<file path="config.mk">
export PLATFORM = sky130hd
export DESIGN_NAME = md_ctrl
export DESIGN_NICKNAME = d
export VERILOG_FILES = /design/src/rtl/md_ctrl.sv
export SDC_FILE = /design/constraint.sdc
export NUM_CORES = 1
export LEC_CHECK = 0
export BUFFER_PORTS_ARGS = -buffer_cell sky130_fd_sc_hd__buf_2
export CORE_AREA = 2 2 39 41
export DETAILED_ROUTE_END_ITERATION = 12
export DIE_AREA = 0 0 41 43
export PLACE_DENSITY = 0.74
export SLEW_MARGIN = 30
export SYNTH_ARGS = -nofsm -noshare
export SYNTH_HDL_FRONTEND = slang
export SYNTH_SLANG_ARGS = --single-unit
</file>
<file path="constraint.sdc">
create_clock -name clk -period 2.3 [get_ports clk]
set_clock_uncertainty 0.2 [all_clocks]
set_input_delay 0.46 -clock clk [delete_from_list [all_inputs] [get_ports clk]]
set_output_delay 0.46 -clock clk [all_outputs]
set_load 0.05 [all_outputs]
</file>
<file path="src/rtl/md_ctrl.sv">
// Issue and hazard controller for the multiply/divide unit: starts md ops from E,
// tracks their latency, and stalls D-stage md-class instructions while the unit is occupied.
module md_ctrl #(
  parameter int unsigned MUL_CYCLES = 5,
  parameter int unsigned DIV_CYCLES = 10
) (
  input  logic       clk,
  input  logic       reset,
  input  logic       op_valid_e,
  input  logic [2:0] op_e,
  input  logic       flush_e,
  input  logic       md_use_d,
  output logic       start,
  output logic [2:0] md_op,
  output logic       hilo_we,
  output logic       busy,
  output logic       stall_d,
  output logic       done,
  output logic       err
);

  localparam logic [0:0] IDLE = 1'b0;
  localparam logic [0:0] RUN  = 1'b1;

  localparam logic [3:0] MUL_CNT = 4'(MUL_CYCLES);
  localparam logic [3:0] DIV_CNT = 4'(DIV_CYCLES);
  localparam logic [2:0] OP_IDLE = 3'b111;

  logic [0:0] state_q, state_d;
  logic [3:0] cnt_q, cnt_d;
  logic [2:0] md_op_q, md_op_d;
  logic       err_q, err_d;

  logic is_idle, is_run, issue, move, is_move_op, last_cycle;

  assign is_idle    = (state_q == IDLE);
  assign is_run     = (state_q == RUN);
  assign is_move_op = (op_e[2:1] == 2'b10);
  assign issue      = is_idle && op_valid_e && !flush_e && !op_e[2];
  assign move       = is_idle && op_valid_e && !flush_e && is_move_op;
  assign last_cycle = is_run && (cnt_q == 4'd1);

  always_comb begin
    start   = issue;
    hilo_we = move;
    busy    = issue || is_run;
    stall_d = busy && md_use_d;
    done    = last_cycle;
    err     = err_q;
    md_op   = OP_IDLE;
    // The held op wins while running, so a stray mthi/mtlo can never reach HI/LO mid-op.
    if (is_run) begin
      md_op = md_op_q;
    end else if (issue || move) begin
      md_op = op_e;
    end
  end

  always_comb begin
    state_d = state_q;
    cnt_d   = cnt_q;
    md_op_d = md_op_q;
    err_d   = err_q;
    if (issue) begin
      state_d = RUN;
      cnt_d   = op_e[1] ? DIV_CNT : MUL_CNT;
      md_op_d = op_e;
    end else if (is_run) begin
      cnt_d = cnt_q - 4'd1;
      if (last_cycle) begin
        state_d = IDLE;
        md_op_d = OP_IDLE;
      end
    end
    if (is_run && (op_valid_e || (is_move_op && !flush_e))) begin
      err_d = 1'b1;
    end
  end

  always_ff @(posedge clk) begin
    if (reset) begin
      state_q <= IDLE;
      cnt_q   <= 4'd0;
      md_op_q <= OP_IDLE;
      err_q   <= 1'b0;
    end else begin
      state_q <= state_d;
      cnt_q   <= cnt_d;
      md_op_q <= md_op_d;
      err_q   <= err_d;
    end
  end

endmodule

</file>
; Word level (Yosys, flattened, before mapping)
; Cells that the tools add are included.
[word_totals]
output_inout_bits = 9
inputBits = 8
register_bits = 9
[classes]
muxes = 11
reduce_logical = 16
bitwise_logic = 1
eq_ne = 2
add_sub_neg = 1
[ops]
columns = operator, count
row1 = $mux 3, 5
row2 = $mux 4, 3
row3 = $logic_and 1x1->1, 8
row4 = $eq 4x1->1 const B, 1
row5 = $reduce_bool 2->1, 2
row6 = $sub 4x1->4 const B, 1
row7 = $logic_or 1x1->1, 3
row8 = $mux 1, 3
row9 = $eq 2x2->1 const B, 1
row10 = $logic_not 1->1, 2
row11 = $reduce_and 2->1, 1
row12 = $not 1->1, 1

; Depth between registers and ports, before layout
[logic_depth]
word_depth = 7
ltp_mapped = 5
ltp_nobuf = 5

; Least setup slack after synthesis
; Ideal clock, no wire load.
[synth_path]
path_type = input-to-output
startpoint = input port op_e[1]
endpoint = output port hilo_we
setup_slack_ns = -0.635
arrival_time_ns = 2.275
path_stages = 2
cell_sequence = buf_2 > nor4b_1
[synth_between]
elab_chain_cells = 2
[synth_rtl]
columns = item, line_no
row1 = start: declaration, 10  ; input logic [2:0] op_e,
row2 = $eq 2x2->1, 38  ; assign is_move_op = (op_e[2:1] == 2'b10);
row3 = $logic_and 1x1->1, 40  ; assign move = is_idle && op_valid_e && !flush_e && is_move_op;
row4 = end: declaration, 15  ; output logic hilo_we,
; Every way passes these cells.

; Worst setup path after layout
[layout_path]
startpoint = register state_q (netlist: is_run)
endpoint = output port stall_d
[layout_between]
elab_chain_cells = 6
[layout_rtl]
columns = item, line_no
row1 = start: declaration, 29  ; logic [0:0] state_q, state_d;
row2 = start signal: assignment, 87  ; state_q <= state_d;
row3 = $not 1->1, 36  ; assign is_idle = (state_q == IDLE);
row4 = $logic_and 1x1->1 (3 in series), 39  ; assign issue = is_idle && op_valid_e && !flush_e && !op_e[2];
row5 = $logic_or 1x1->1 (*), 46  ; busy = issue || is_run;
row6 = $logic_and 1x1->1 (*), 47  ; stall_d = busy && md_use_d;
row7 = end: declaration, 17  ; output logic stall_d,
; Every way passes the cells marked *; elsewhere a longest branch is shown, timed or not.

==> metrics.cfg <==
[final_layout]
multi_input_area_um2 = 310
drive_above_1_share_pct = 42.2
finalNetCount = 94
antenna_cells = 0
seqCellArea_um2 = 180
n_fill_cell = 144
area_growth_pct = 30.2

[timing]
drv_slew = 0
hold_violations = 0
max_slew_margin_pct = 75.0
setup-violations-final = 0
fin_crit_sh_pct = 96.7
fmax_ghz = 0.449
rsz0062_at_grt = no
worst_pin_slew_ps = 365
setup_total_negative_slack_ps = 0
fin_crit_ps = 2220

[worst_setup_path]
required_ps = 1640
startpoint_type = flip-flop
reg2reg_slack_ps = 620
crit_path_end_kind = primary output
r2r-end = cnt_q[2]
worstSetupPathType = reg -> out
reg2reg_from = is_run
crit_path_max_fanout = 3
worstRegToRegCells = 6
crit_arrival_ps = 1560

[yosys]
synth_nets = 73
synth-compound-area-share_pct = 26.0
synthXorXnorAreaFrac_pct = 1.63
syn_area_per_cell_um2 = 8.54
synthCells = 63
yosys.area_share.adder_pct = 4.65
yosys.area.top_type_share_pct = 33.5
ys_warn_count = 0
synth_top_family_by_area = compound AO/OA/AOI/OAI gates
synth_seq_cells = 9
synth.distinct_cells = 30
yosys.area.top_type = dfxtp_1
synthMuxAreaShare_pct = 0
synth-seq-area-share_pct = 33.5
synth_area_leaders = dfxtp_1 33%, a21oi_1 7.4%, inv_1 4.9%
synthSimpleGateAreaFrac_pct = 22.3
syn_area_um2 = 538

[floorplanning]
num_io_pins = 17
die_w_um = 41
coreArea_um2 = 1380
dieHeight_um = 43
die_area_um2 = 1760
fp-row-count = 14
initial_core_util_pct = 38.9

[drt]
drc = 0
dr.pass1.iters = 3
vias_per_cell = 5.22
ant_nets = 0
first_iter_violations = 14
drt-total-wl_um = 1150
vias = 517
post_drt_wl_per_cell_um = 11.6

[worst_hold_path]
min_path_cells = 3
min_to = md_op_q[0]
hold_path.class = in -> reg
min_from = op_e[0]

[clocking]
clk_latency_ps = 270
cts-htree-levels = 1
cts_buffers = 3
clk_pin_slew_ps = 60
cts_tree = done
cts_buffer_depth = 2
clock_sinks = 9
cts_setup_buffers = 0
ctsHoldBuffers = 0
cts_root_buf = clkbuf_4

[power]
p_per_area_nw_per_um2 = 591
total_power_mw = 0.414
cellLeakagePower_nw = 0.315
peakVddDrop_v = 0.000342

[global_route]
antenna_found_initial = 0
grt_max_degree = 14
grt_pass1_wl_um = 1880
grt_remaining_overflow = 0
grt_pass1_vias = 476
track_usage_pct = 15.9

[placed_design]
dpl.hpwl_um = 916
portBuffers = 16
place.gp.congestion = 0.693

[flow_run]
cap_violations = 0

[status]
outcome = finished, final reports clean

critical path: stages, from the launching register on:
cell and delay, ps:
dfxtp_1 310, or4b_4 540, nand2_2 100, and2_4 130, clkbuf_4 210
cells in the final DEF (no fill, tap or decap), types with 2 or more instances in the layout:
cell type / Yosys / final
a21oi_1: 8 / 7
a21oi_2: 2 / 3
buf_2: 2 / 13
buf_4: 1 / 5
clkbuf_4: 0 / 4
dfxtp_1: 9 / 9
ha_1: 2 / 2
inv_1: 7 / 7
nand2_1: 2 / 2
nand3_1: 3 / 3
nor2_1: 5 / 5
nor3_1: 2 / 2
nor4_1: 2 / 2
routing by layer:
metal / global-route usage [%] / vias up / part of all wire [%]
li1: - / 260 / -
met1: 17.9 / 245 / 44
met2: 24.7 / 10 / 51
met3: 9.42 / 2 / 3.7
met4: 4.00 / 0 / 0.61
met5: 0 / - / 0
registers in the layout, summed over array words and instances, names as in the netlist:
signal,count
is_run,1
err,1
cnt_q,4
md_op_q,3
final cells by class:
class	count	share of cell area (%)
Multi-Input combinational cell	42	44.3
Tap cell	16	2.86
Inverter	8	6.07
Timing Repair Buffer	20	17.3
Clock buffer	4	3.75
Sequential cell	9	25.7
timing repair:
action | 4_1_cts | 5_1_grt
resized for setup | 2 | 3
endpoints found under the hold margin | 0 | 0
setup endpoints to repair | 2 | 3
power breakdown:
part | internal [mW] | switching [mW]
clock network | 0.0671 | 0.0631
registers | 0.166 | 0.00829
logic | 0.0415 | 0.0680
Yosys cell counts:
master and instances:
or4b_1 1, a31oi_2 1, a21oi_1 8, a21o_1 1, nand2b_1 1, nand2_2 1, nor4b_1 1, a2bb2oi_2 1
clkbuf_1 1, nand2_1 2, and4bb_2 1, inv_1 7, a2111oi_0 1, a21oi_2 2, xor2_1 1, a21boi_1 1
nand3_1 3, ha_1 2, o21ai_1 1, dfxtp_1 9, nor4_1 2, buf_4 1, nor3_1 2, or3_1 1
and2_1 1, buf_2 2, nor2_1 5, clkinv_8 1, a32oi_2 1, o211a_1 1
kinds of logic after synthesis:
group,count (synthesis)
buf+inv,12
xor+xnor,1
simple gates,21
fa+ha+maj,2
compound gates,18
flops,9
worst max path at each step:
stage / cells after the start / end / slack, ps / startpoint
2_1_floorplan: 4 / stall_d / -20 / op_e[2]
3_3_place_gp: 5 / start / 40 / op_e[2]
3_5_place_dp: 5 / start / 30 / op_e[2]
4_1_cts: 4 / stall_d / 6 / is_run
5_1_grt: 4 / stall_d / 2 / is_run
6_report: 4 / stall_d / 80 / is_run
stage by stage:
stage	util [%]	instances	hold WS (ps)	area, um2	setup slack [ps]
after floorplan	-	63	256	551	-21.4
after global placement	47.6	95	265	659	40.6
after detailed placement	47.6	95	280	659	27.0
after CTS	49.9	99	270	691	5.64
after global routing	50.6	99	284	701	2.10
final	50.6	99	273	701	75.2
No activity file was read; power rests on OpenSTA's default activity.
